--- config.mk ---
export PLATFORM = sky130hd
export DESIGN_NAME = pico_core_mc
export DESIGN_NICKNAME = d
export VERILOG_FILES = /design/src/rtl/pico_pkg.sv /design/src/rtl/pico_alu.sv /design/src/rtl/pico_core_mc.sv
export SDC_FILE = /design/constraint.sdc
export NUM_CORES = 1
export LEC_CHECK = 0
export CORE_UTILIZATION = 53
export DETAILED_ROUTE_END_ITERATION = 8
export GPL_ROUTABILITY_DRIVEN = 0
export PLACE_DENSITY_LB_ADDON = 0.25
export RECOVER_POWER = 25
export SYNTH_ARGS = -nofsm -noshare
export SYNTH_HDL_FRONTEND = slang
export SYNTH_SLANG_ARGS = --single-unit
--- constraint.sdc ---
create_clock -name clk -period 3.74 [get_ports clk]
set_clock_uncertainty 0.15 [all_clocks]
set_input_delay 1.122 -clock clk [delete_from_list [all_inputs] [get_ports clk]]
set_output_delay 1.122 -clock clk [all_outputs]
set_load 0.01 [all_outputs]
--- src/rtl/pico_pkg.sv ---
// Shared definitions for pico cores: opcodes, FSM states and instruction-field helpers.
// Field helpers take the widths as arguments so every core variant can share them.
package pico_pkg;

  typedef enum logic [3:0] {
    OP_NOP  = 4'd0,
    OP_LDI  = 4'd1,
    OP_ADD  = 4'd2,
    OP_SUB  = 4'd3,
    OP_AND  = 4'd4,
    OP_OR   = 4'd5,
    OP_XOR  = 4'd6,
    OP_SHL  = 4'd7,
    OP_SHR  = 4'd8,
    OP_ADDI = 4'd9,
    OP_BEQZ = 4'd10,
    OP_JMP  = 4'd11,
    OP_IN   = 4'd12,
    OP_OUT  = 4'd13,
    OP_HALT = 4'd14,
    OP_RSV  = 4'd15
  } op_e;

  typedef enum logic [2:0] {
    S_FETCH    = 3'd0,
    S_WAIT     = 3'd1,
    S_EXEC     = 3'd2,
    S_IN_WAIT  = 3'd3,
    S_OUT_WAIT = 3'd4,
    S_HALT     = 3'd5
  } state_e;

  localparam int MAXW = 64;
  typedef logic [MAXW-1:0] wide_t;

  function automatic wide_t fmask(input int w);
    return (wide_t'(1) << w) - wide_t'(1);
  endfunction

  function automatic logic [3:0] ins_op(input wide_t ins, input int iw);
    return 4'(ins >> (iw - 4));
  endfunction

  function automatic wide_t ins_rd(input wide_t ins, input int rw, input int dw);
    return (ins >> (dw + rw)) & fmask(rw);
  endfunction

  function automatic wide_t ins_rs(input wide_t ins, input int rw, input int dw);
    return (ins >> dw) & fmask(rw);
  endfunction

  function automatic wide_t ins_imm(input wide_t ins, input int dw);
    return ins & fmask(dw);
  endfunction

endpackage

--- src/rtl/pico_alu.sv ---
// Combinational ALU: result and carry/borrow for one opcode; non-ALU opcodes pass a through.
module pico_alu
  import pico_pkg::*;
#(
  parameter int DW = 8
) (
  input  logic [3:0]    op,
  input  logic [DW-1:0] a,
  input  logic [DW-1:0] b,
  output logic [DW-1:0] result,
  output logic          carry
);

  always_comb begin
    result = a;
    carry  = 1'b0;
    case (op_e'(op))
      OP_ADD, OP_ADDI: {carry, result} = {1'b0, a} + {1'b0, b};
      OP_SUB:          {carry, result} = {1'b0, a} - {1'b0, b};
      OP_AND:          result = a & b;
      OP_OR:           result = a | b;
      OP_XOR:          result = a ^ b;
      OP_SHL:          {carry, result} = {a, 1'b0};
      OP_SHR:          {result, carry} = {1'b0, a};
      default:         result = a;
    endcase
  end

endmodule

--- src/rtl/pico_core_mc.sv ---
// Multi-cycle pico core: fetch/wait/exec sequencing, GPR file, flags and valid/ready I/O.
// The first cycle after reset release is an idle fetch slot so imem_en stays low through reset.
module pico_core_mc
  import pico_pkg::*;
#(
  parameter int DW   = 8,
  parameter int NREG = 4,
  parameter int AW   = 6,
  localparam int RW  = $clog2(NREG),
  localparam int IW  = 4 + 2*RW + DW
) (
  input  logic          clk,
  input  logic          rst_n,
  output logic          imem_en,
  output logic [AW-1:0] imem_addr,
  input  logic [IW-1:0] imem_data,
  input  logic [DW-1:0] in_data,
  input  logic          in_valid,
  output logic          in_ready,
  output logic [DW-1:0] out_data,
  output logic          out_valid,
  input  logic          out_ready,
  output logic          sign,
  output logic          zero,
  output logic          carry,
  output logic          halted
);

  state_e        state, state_nxt;
  logic          run;
  logic [AW-1:0] pc;
  logic [IW-1:0] ir;
  logic [DW-1:0] regs [NREG];

  op_e           op;
  logic [RW-1:0] rd, rs;
  logic [DW-1:0] imm, rd_val, rs_val, alu_b, alu_res;
  logic          alu_c;

  assign op     = op_e'(ins_op(wide_t'(ir), IW));
  assign rd     = RW'(ins_rd(wide_t'(ir), RW, DW));
  assign rs     = RW'(ins_rs(wide_t'(ir), RW, DW));
  assign imm    = DW'(ins_imm(wide_t'(ir), DW));
  assign rd_val = regs[rd];
  assign rs_val = regs[rs];
  assign alu_b  = (op == OP_ADDI) ? imm : rs_val;

  pico_alu #(.DW(DW)) u_alu (
    .op     (op),
    .a      (rd_val),
    .b      (alu_b),
    .result (alu_res),
    .carry  (alu_c)
  );

  assign imem_addr = pc;

  always_ff @(posedge clk or negedge rst_n) begin
    if (!rst_n) state <= S_FETCH;
    else        state <= state_nxt;
  end

  always_comb begin
    state_nxt = state;
    imem_en   = 1'b0;
    in_ready  = 1'b0;
    out_valid = 1'b0;
    halted    = 1'b0;
    case (state)
      S_FETCH: begin
        imem_en = run;
        if (run) state_nxt = S_WAIT;
      end
      S_WAIT: state_nxt = S_EXEC;
      S_EXEC: begin
        case (op)
          OP_IN:   state_nxt = S_IN_WAIT;
          OP_OUT:  state_nxt = S_OUT_WAIT;
          OP_HALT: state_nxt = S_HALT;
          default: state_nxt = S_FETCH;
        endcase
      end
      S_IN_WAIT: begin
        in_ready = 1'b1;
        if (in_valid) state_nxt = S_FETCH;
      end
      S_OUT_WAIT: begin
        out_valid = 1'b1;
        if (out_ready) state_nxt = S_FETCH;
      end
      S_HALT:  halted = 1'b1;
      default: state_nxt = S_FETCH;
    endcase
  end

  always_ff @(posedge clk or negedge rst_n) begin
    if (!rst_n) begin
      run      <= 1'b0;
      pc       <= '0;
      ir       <= '0;
      out_data <= '0;
      sign     <= 1'b0;
      zero     <= 1'b0;
      carry    <= 1'b0;
      for (int i = 0; i < NREG; i++) regs[i] <= '0;
    end else begin
      run <= 1'b1;
      case (state)
        S_WAIT: ir <= imem_data;
        S_EXEC: begin
          pc <= pc + AW'(1);
          case (op)
            OP_LDI: regs[rd] <= imm;
            OP_ADD, OP_SUB, OP_AND, OP_OR, OP_XOR, OP_SHL, OP_SHR, OP_ADDI: begin
              regs[rd] <= alu_res;
              sign     <= alu_res[DW-1];
              zero     <= (alu_res == '0);
              if (op inside {OP_ADD, OP_SUB, OP_SHL, OP_SHR, OP_ADDI}) carry <= alu_c;
            end
            OP_BEQZ: if (rd_val == '0) pc <= imm[AW-1:0];
            OP_JMP:  pc <= imm[AW-1:0];
            OP_OUT:  out_data <= rs_val;
            // IN advances pc on its handshake; HALT never advances.
            OP_IN, OP_HALT: pc <= pc;
            default: ;
          endcase
        end
        S_IN_WAIT: begin
          if (in_valid) begin
            regs[rd] <= in_data;
            pc       <= pc + AW'(1);
          end
        end
        default: ;
      endcase
    end
  end

endmodule

==> metrics.md, run 1 <==
| Metric | Value |
|---|---|
| Status | finished with violations |
| Failing checks | capacitance limit, slew limit |
| Final hold violations | 0 |
| Initial antenna violation count | 0 |
| Worst-case reg-to-reg path depth | 13 |
| Worst setup SP type | flop |
| Post-route clock period utilization | about 100% |
| Final setup fails | 0 |
| Post-synth ARST share | between 90% and 100% |
| Worst setup EP type | flop |
| Unique masters post-synth | 72 |
| Post-route minimum period | 3736 ps |
| Clk Latency, worst-skew pair | approximately 350 ps |
| Ant diodes | 0 |
| Critical path required time | 3820 ps |
| Crit path kind | flop to flop |
| Core area | slightly above 9000 um2 |
| Post-Synthesis Cells | between 500 and 600 |
| # DRC | 0 |
| Syn Area/Cell | ~10 um2 |
| CP Data Arrival Time | approximately 3800 ps |
| Maximum clock rate | around 270 MHz |
| Num rows | 35 |
| Number of I/O port buffers | 48 |
| Via density | around 6.6 |
| Die height | around 100 um |
| I/O pin cnt | 49 |
| Die area | about 10000 um2 |
| Area of the multi-input gates | approximately 3300 um2 |
| Most common cell after layout, fill and taps aside | dfrtp_1 |
| Largest net degree at the start of global routing | 70 |
| Clock Path Buffers | 2 |
| CTS Buf Count | 9 |
| Synthesis-stage register bit count | 69 |
| Post-CTS Hold Buffers | 0 |
| Initial drt markers | about 430 |
| Final Util | roughly 67% |
| Max cap viols | 1 |
| Pre-antenna DRT Iters | 8 |
| Final nets | approximately 630 |
| Initial core utilization | between 50% and 60% |
| Rel. slew slack | -14.79% |
| RSZ-0062 raised after global routing | true |
| Post-synthesis sequential area ratio | roughly a third |
| CTS root buffer | clkbuf_8 |
| Worst reg2reg endpoint | regs[30] |
| Measured slew at the worst slew-check pin | between 1500 and 2000 ps |
| Vias after detailed routing | roughly 4.6k |
| Ys Warns | 0 |
| Worst flop-to-flop path startpoint | ir[8] |
| FF+latch area | between 1500 and 2000 um2 |
| EDFF count, synth | 0 |
| Die X | between 100 and 150 um |
| CTS tree | done |
| Most frequent cells in the layout | dfrtp_1, mux2_2, clkdlybuf4s50_1 |
| Worst min path class | flop to flop |
| Final wirelength | 14.94 mm |
| Mapped Area | between 5000 and 6000 um2 |
| Worst Setup EP | regs[30] |
| WL per Instance | 21.13 um |
| P&R area growth vs syn | 22.48% |
| R2R Setup Slk | 4 ps |
| Crit Path Max Fanout | 4 |
| TNS Setup | 0 ps |
| Remaining Overflow, GRT | 0 |
| H-tree levels | 3 |
| Clk slew on worst S/H paths | approximately 80 ps |
| Number of global-route vias before repair | between 4k and 5k |
| Syn Nets | around 560 |
| Antenna-violating nets left | 0 |
| Fillers | 715 |
| Slew Limit Fails | 70 |
| Layout cells sized above 1 | approximately a quarter |
| Sinks on Clock Net | 69 |
| CP Launch Point | ir[8] |
| First-pass GRT wire length | approximately 23 mm |
| Commonest register cell after synthesis | dfrtp_1 |
| GRT Resource Usage Total | 30.47% |
| HPWL after DPL | between 10 and 15 mm |
critical path, stage by stage, from the launching register on:
cell,delay (ps)
dfrtp_2,400
mux4_2,550
mux2i_2,220
inv_1,110
ha_2,220
fa_2,430
o21bai_4,130
a21oi_2,100
o31ai_2,350
mux2i_1,180
o32ai_2,250
buf_4,190
o21ai_1,70
mux2_2,250
routing by layer:
| metal | vias to the layer above | GRT usage, % | wire length (um) |
|---|---|---|---|
| met5 | - | 0 | 0 |
| met4 | 0 | 13.49 | 663 |
| met3 | 67 | 5.223 | 1354 |
| met2 | 302 | 49.07 | 6986 |
| met1 | 2230 | 40.67 | 5931 |
| li1 | 2038 | - | - |
synthesized netlist by cell type, types with 3 or more instances:
cell | instances | area share, %
a21o_1 | 5 | 0.74
o211ai_1 | 5 | 0.74
a22oi_1 | 7 | 1.0
buf_4 | 3 | 0.44
nor2b_1 | 6 | 0.74
nand2_1 | 37 | 2.7
and4b_1 | 3 | 0.59
o22ai_1 | 6 | 0.74
a211o_1 | 4 | 0.69
o21a_1 | 5 | 0.74
nor4b_1 | 4 | 0.69
nor3b_1 | 3 | 0.44
nor3_1 | 12 | 1.2
dfrtp_1 | 69 | 34
mux2i_1 | 18 | 3.5
o21ai_0 | 42 | 4.1
clkbuf_1 | 14 | 1.0
nor4_1 | 3 | 0.37
a211oi_1 | 3 | 0.44
a21oi_1 | 22 | 2.2
buf_2 | 6 | 0.59
nand2b_1 | 11 | 1.4
mux2_2 | 53 | 12
nand3_1 | 7 | 0.69
nand4_1 | 3 | 0.37
mux4_2 | 15 | 6.6
ha_1 | 25 | 6.1
inv_1 | 29 | 2.1
a31oi_1 | 8 | 0.98
o31ai_1 | 4 | 0.59
nor2_1 | 24 | 1.8
how the worst min path moves through the flow:
stage                      startpoint     endpoint  slack [ps]  cells after the start
after floorplan              regs[10]     regs[10]         340                      1
after global placement    out_data[6]  out_data[6]         340                      1
after detailed placement  out_data[5]  out_data[5]         350                      1
after CTS                 out_data[4]  out_data[4]         370                      1
after global routing      out_data[4]  out_data[4]         390                      1
final                     out_data[0]  out_data[0]         370                      1
area by class of cell:
type	count	share of cell area, %
Clock buffer	10	2.046
Clock inverter	6	1.525
Inverter	29	1.745
Multi-Input combinational cell	384	52.94
Sequential cell	69	27.72
Tap cell	129	2.588
Timing Repair Buffer	80	11.43
timing repair:
| item | in CTS | in global routing |
|---|---|---|
| pin swaps | 1 | 11 |
| endpoints found under the setup margin | 17 | 25 |
| resized for setup | 11 | 31 |
| buffers inserted | 1 | 3 |
stage by stage:
stage                     setup WS [ps]  hold WS, ps  instances  instance area (um2)
final                             4.317        367.6        707                 6237
after global routing             -59.23        387.9        707                 6237
after CTS                        -4.903        365.1        704                 6092
after detailed placement         -161.2        345.3        687                 5809
after global placement            14.02        342.4        687                 5809
after floorplan                   133.3        338.2        508                 5094
kinds of logic (layout without fill, tap and decap cells):
group / count (synthesis) / after routing / synth area share (%)
flip-flops: 69 / 69 / 33.91
other: 1 / 1 / 0.07364
AND/OR/NAND/NOR: 128 / 128 / 13.37
adder cells (fa/ha/maj): 27 / 27 / 6.929
XOR/XNOR: 2 / 2 / 0.3440
multiplexers: 87 / 87 / 22.41
buffers and inverters: 55 / 125 / 4.791
AO/OA/AOI/OAI: 139 / 139 / 18.18
flip-flops by register name, indices dropped and copies added, names as in the netlist:
name / cells
regs: 32
ir: 16
out_data: 8
imem_addr: 6
state: 3
carry: 1
run: 1
sign: 1
zero: 1
Power of run 1 is left out: the tool's default activity adds up to more than one toggle a clock period on the data nets, which glitch-free logic cannot reach.
==> run 2: changes to the inputs <==
Settings changed: CORE_ASPECT_RATIO set to 1.4, SLEW_MARGIN set to 5.
==> run 2 against run 1 <==
  * The run ends with DRC, capacitance limit, slew limit left
  * Sequential share of layout area grew 0.25 points
  * Largest cell class unchanged
  * First-iteration DRC count grew 19%
  * Maximum frequency grew 3.2%
==> metrics.md, run 2 (synthesis results as in run 1) <==
| Metric | Value |
|---|---|
| Largest registers | regs (32), ir (16), out_data (8) (unchanged) |
| Maximum clock rate | 276.2 MHz (was 267.7 MHz) |
| FF+latch area | 1729 um2 (unchanged) |
| Most frequent cells in the layout | dfrtp_1, mux2_2, clkdlybuf4s50_1 (unchanged) |
| Crit Path Max Fanout | 5 (was 4) |
| Post-route minimum period | 3621 ps (was 3736 ps) |
| Finished Layout Cells | 682 (was 707) |
| H-tree levels | 3 (unchanged) |
| Failing checks | DRC, capacitance limit, slew limit (was capacitance limit, slew limit) |
| Inst Count DP | 663 (was 687) |
| Remaining Overflow, GRT | 0 (unchanged) |
| Clk Latency, worst-skew pair | 340 ps (was 350 ps) |
| R2R Setup Slk | 120 ps (was 4 ps) |
| Rel. slew slack | -0.9060% (was -14.79%) |
| Worst-case reg-to-reg path depth | 11 (was 13) |
| Setup ws final | 119.4 ps (was 4.317 ps) |
| Die area | 10010 um2 (was 10000 um2) |
| Post-Place Worst Slack | -99.51 ps (was -161.2 ps) |
| Worst reg2reg endpoint | zero (was regs[30]) |
| Critical path required time | 3830 ps (was 3820 ps) |
| Die X | 84.85 um (was 100.0 um) |
| Num rows | 42 (was 35) |
| Layout cells sized above 1 | 24.65% (was 26.47%) |
| CTS tree | done (unchanged) |
| Pre-antenna DRT Iters | 8 (unchanged) |
| Ant diodes | 0 (unchanged) |
| CTS Buf Count | 9 (unchanged) |
| HPWL after DPL | 10.62 mm (was 10.72 mm) |
| P&R area growth vs syn | 21.38% (was 22.48%) |
| I/O pin cnt | 49 (unchanged) |
| Initial drt markers | 511 (was 431) |
| Max cap viols | 1 (unchanged) |
| Status | finished with violations (unchanged) |
| Die height | 118.0 um (was 100.0 um) |
| Initial core utilization | 54.14% (was 54.85%) |
| Clock Path Buffers | 2 (unchanged) |
| DP Area | 5761 um2 (was 5809 um2) |
| Post-CTS Hold Buffers | 0 (unchanged) |
| Core area | 9407 um2 (was 9284 um2) |
| Final setup fails | 0 (unchanged) |
| Hold Path Depth | 2 (was 1) |
| Number of global-route vias before repair | 4477 (was 4450) |
| HP Start | zero (was out_data[0]) |
| Area of the multi-input gates | 3236 um2 (was 3302 um2) |
| Sinks on Clock Net | 69 (unchanged) |
| Post-route clock period utilization | 96.81% (was 99.88%) |
| Antenna-violating nets left | 0 (unchanged) |
| GRT Resource Usage Total | 29.19% (was 30.47%) |
| Final hold violations | 0 (unchanged) |
| CP Data Arrival Time | 3710 ps (was 3810 ps) |
| Final nets | 622 (was 628) |
| Slew Limit Fails | 29 (was 70) |
| Reg with most FFs | regs (unchanged) |
| Vias after detailed routing | 4526 (was 4637) |
| TNS Setup | 0 ps (unchanged) |
| WL per Instance | 21.04 um (was 21.13 um) |
| Most common cell after layout, fill and taps aside | dfrtp_1 (unchanged) |
| Worst min path class | flop to flop (unchanged) |
| Fillers | 741 (was 715) |
| Clk slew on worst S/H paths | 60 ps (was 80 ps) |
| Worst flop-to-flop path startpoint | ir[8] (unchanged) |
| Via density | 6.636 (was 6.559) |
| Worst setup EP type | flop (unchanged) |
| Hold Path End | zero (was out_data[0]) |
| CTS root buffer | clkbuf_16 (was clkbuf_8) |
| Max reg flops | 32 (unchanged) |
| # DRC | 4 (was 0) |
| Final Cell Area | 6181 um2 (was 6237 um2) |
| Worst setup SP type | flop (unchanged) |
| Number of I/O port buffers | 48 (unchanged) |
| Initial antenna violation count | 0 (unchanged) |
| Final wirelength | 14.35 mm (was 14.94 mm) |
| Measured slew at the worst slew-check pin | 1514 ps (was 1722 ps) |
| First-pass GRT wire length | 22.54 mm (was 23.23 mm) |
| Crit path kind | flop to flop (unchanged) |
| Largest net degree at the start of global routing | 43 (was 70) |
-- run 2: cell count changes in the layout (fill, tap and decap cells not counted), moves of 4 or more --
cell,before,now
buf_4,29,25
clkbuf_16,0,9
clkbuf_8,9,1
mux2i_2,1,5
-- run 2: worst max-delay path by stage --
stage | start | to | slack [ps] | cells after the start
after detailed placement | ir[8] | regs[5] | -100 | 10
after CTS | ir[8] | regs[6] | 2 | 12
final | ir[8] | zero | 120 | 11
after global routing | ir[8] | regs[6] | -10 | 12
after floorplan | ir[8] | regs[5] | 130 | 11
after global placement | ir[8] | regs[22] | 10 | 12
-- run 2: area by class of cell --
cell class / instances / share of cell area, %
Tap cell: 110 / 2.227
Clock inverter: 5 / 0.9717
Timing Repair Buffer: 74 / 10.79
Sequential cell: 69 / 27.98
Inverter: 29 / 1.761
Clock buffer: 11 / 3.927
Multi-Input combinational cell: 384 / 52.35
-- run 2: what timing repair did --
action / CTS / global route
endpoints found under the setup margin: 12 / 18
setup buffers: 0 / 3
gates resized for setup: 5 / 24
pin swaps: 0 / 6
-- run 2: critical path, stage by stage (launching register included) --
cell and delay [ps]:
dfrtp_2 410, buf_4 130, mux4_2 530, mux2i_2 230, ha_1 340, mux2_2 300
o31ai_1 190, a31oi_1 60, a211o_1 320, nor4_2 340, o211ai_1 210, o41ai_2 300
-- run 2: metrics by stage --
stage / util (%) / hold WS, ps
after CTS: 64.74 / 329.5
final: 65.71 / 329.2
after global placement: 61.24 / 315.4
after detailed placement: 61.24 / 315.5
after global routing: 65.71 / 375.8
after floorplan: - / 338.2
-- run 2: metal layers --
layer,vias up,part of all wire (%),routed length (um),track usage [%]
met5,-,0,0,0
met4,0,4.7,681,15.47
met3,74,5.7,815,4.488
met2,237,51,7357,50.15
met1,2194,38,5492,34.88
li1,2021,-,-,-
Power of run 2 is left out for the same reason.
==> run 3: changes to the inputs <==
Settings changed: ABC_CLOCK_PERIOD_IN_PS set to 3740, CORE_UTILIZATION 53 to 55, DONT_BUFFER_PORTS set to 1.
==> run 3 against run 2 <==
  * The run now ends clean
  * Sequential cell count stayed put
  * Maximum frequency is 0.39% lower
  * Count of clock-buffer cells in the layout is 2 higher
  * Critical path depth is 1 higher
  * First-iteration DRC count is 33% lower
  * Worst hold slack worse by 4.9 ps
  * Critical endpoint is now regs[6]
==> metrics.md, run 3 (synthesis results as in run 1) <==
| Metric | Value |
|---|---|
| Crit Path Max Fanout | 5 (unchanged) |
| HPWL after DPL | 10.18 mm (was 10.62 mm) |
| Number of global-route vias before repair | 4209 (was 4477) |
| Initial antenna violation count | 1 (was 0) |
| Post-CTS Hold Buffers | 0 (unchanged) |
| RSZ-0062 raised after global routing | true |
| Worst min path class | input port to async pin (was flop to flop) |
| CTS root buffer | clkbuf_16 (unchanged) |
| CP Data Arrival Time | 3700 ps (was 3710 ps) |
| Worst setup SP type | flop (unchanged) |
| Final hold violations | 0 (unchanged) |
| GRT Resource Usage Total | 28.90% (was 29.19%) |
| Clock Path Buffers | 2 (unchanged) |
| Slew Limit Fails | 0 (was 29) |
| Final wirelength | 13.72 mm (was 14.35 mm) |
| Most common cell after layout, fill and taps aside | dfrtp_1 (unchanged) |
| CTS Buf Count | 9 (unchanged) |
| Initial core utilization | 56.72% (was 54.14%) |
| First-pass GRT wire length | 21.38 mm (was 22.54 mm) |
| Num rows | 41 (was 42) |
| Initial drt markers | 340 (was 511) |
| Post-route minimum period | 3635 ps (was 3621 ps) |
| Most frequent cells in the layout | dfrtp_1, mux2_2, o21ai_0 (was dfrtp_1, mux2_2, clkdlybuf4s50_1) |
| Post-route clock period utilization | 97.18% (was 96.81%) |
| H-tree levels | 3 (unchanged) |
| Status | finished clean (was finished with violations) |
| Measured slew at the worst slew-check pin | 998.6 ps (was 1514 ps) |
| Max reg flops | 32 (unchanged) |
| Final nets | 570 (was 622) |
| Worst setup EP type | flop (unchanged) |
| I/O pin cnt | 49 (unchanged) |
| Remaining Overflow, GRT | 0 (unchanged) |
| Die area | 9653 um2 (was 10010 um2) |
| Critical path required time | 3810 ps (was 3830 ps) |
| Rel. slew slack | 32.95% (was -0.9060%) |
| Die X | 83.33 um (was 84.85 um) |
| WL per Instance | 21.84 um (was 21.04 um) |
| Vias after detailed routing | 4229 (was 4526) |
| Maximum clock rate | 275.1 MHz (was 276.2 MHz) |
| FF+latch area | 1729 um2 (unchanged) |
| P&R area growth vs syn | 10.59% (was 21.38%) |
| CTS tree | done (unchanged) |
| Final Util | 62.73% (was 65.71%) |
| Pre-antenna DRT Iters | 5 (was 8) |
| Area of the multi-input gates | 3184 um2 (was 3236 um2) |
| Via density | 6.734 (was 6.636) |
| Reg with most FFs | regs (unchanged) |
| Die height | 115.9 um (was 118.0 um) |
| Sinks on Clock Net | 69 (unchanged) |
| # DRC | 0 (was 4) |
| Number of I/O port buffers | 0 (was 48) |
| Crit path kind | flop to flop (unchanged) |
| Largest registers | regs (32), ir (16), out_data (8) (unchanged) |
| Core area | 8977 um2 (was 9407 um2) |
| Layout cells sized above 1 | 25.58% (was 24.65%) |
| Final setup fails | 0 (unchanged) |
| Clk Latency, worst-skew pair | 340 ps (about the same) |
| Fillers | 701 (was 741) |
| Largest net degree at the start of global routing | 70 (was 43) |
| Max cap viols | 0 (was 1) |
| Antenna-violating nets left | 0 (unchanged) |
| Clk slew on worst S/H paths | 60 ps (about the same) |
-- run 3: cell count changes in the layout (fill, tap and decap cells not counted), sizes merged --
cell | previous run | this run
buf | 25 | 22
clkinvlp | 1 | 0
diode | 0 | 1
clkinv | 3 | 2
clkdlybuf4s50 | 47 | 0
-- run 3: repair_timing --
item / in CTS / in global routing
buffers inserted: 0 / 4
endpoints found under the setup margin: 13 / 18
resized for setup: 4 / 17
pin swaps: 0 / 4
-- run 3: worst max-delay path, cell delays in order (launching register included) --
cell and delay [ps]:
dfrtp_2 420, mux4_2 540, mux2i_2 210, inv_1 100, ha_2 200, fa_2 360, o21bai_1 180, a21oi_2 110
o31ai_2 290, mux2i_1 150, o32ai_2 360, o21ai_0 150, mux2_2 280
-- run 3: per-stage QoR --
step | setup WS [ps] | hold WS [ps] | cell area, um2 | setup TNS (ps) | instances
floorplan | 133.3 | 338.2 | 5094 | 0 | 508
global placement | 49.06 | 353.1 | 5231 | 0 | 607
detailed placement | -100.1 | 363.3 | 5231 | -514.7 | 607
CTS | 29.81 | 325.2 | 5545 | 0 | 623
global route | -43.21 | 323.6 | 5632 | -133.6 | 628
finish | 105.4 | 324.3 | 5632 | 0 | 628
-- run 3: area by class of cell --
class / count / area share, %
tap: 107 / 2.377
antenna: 1 / 0.04443
multi-input combinational: 384 / 56.54
clock inverter: 3 / 0.7776
inverter: 29 / 1.933
sequential: 69 / 30.70
timing repair buffer: 22 / 2.999
clock buffer: 13 / 4.621
-- run 3: metal layers --
metal	global-route usage [%]	wire, um
met4	21.95	862
met2	51.37	6962
met5	0	0
met3	3.775	642
met1	31.64	5248
-- run 3: path summary, 6_finish.rpt --
check	from	to	slack, ps	cells past startpoint
min reg2reg	regs[9]	regs[9]	370	1
min	rst_n	carry	320	0
max in group asynchronous	rst_n	ir[8]	2960	0
max	ir[8]	regs[6]	110	12
min in group clk	regs[9]	regs[9]	370	1
max reg2reg	ir[8]	regs[6]	110	12
Power of run 3 is left out for the same reason.
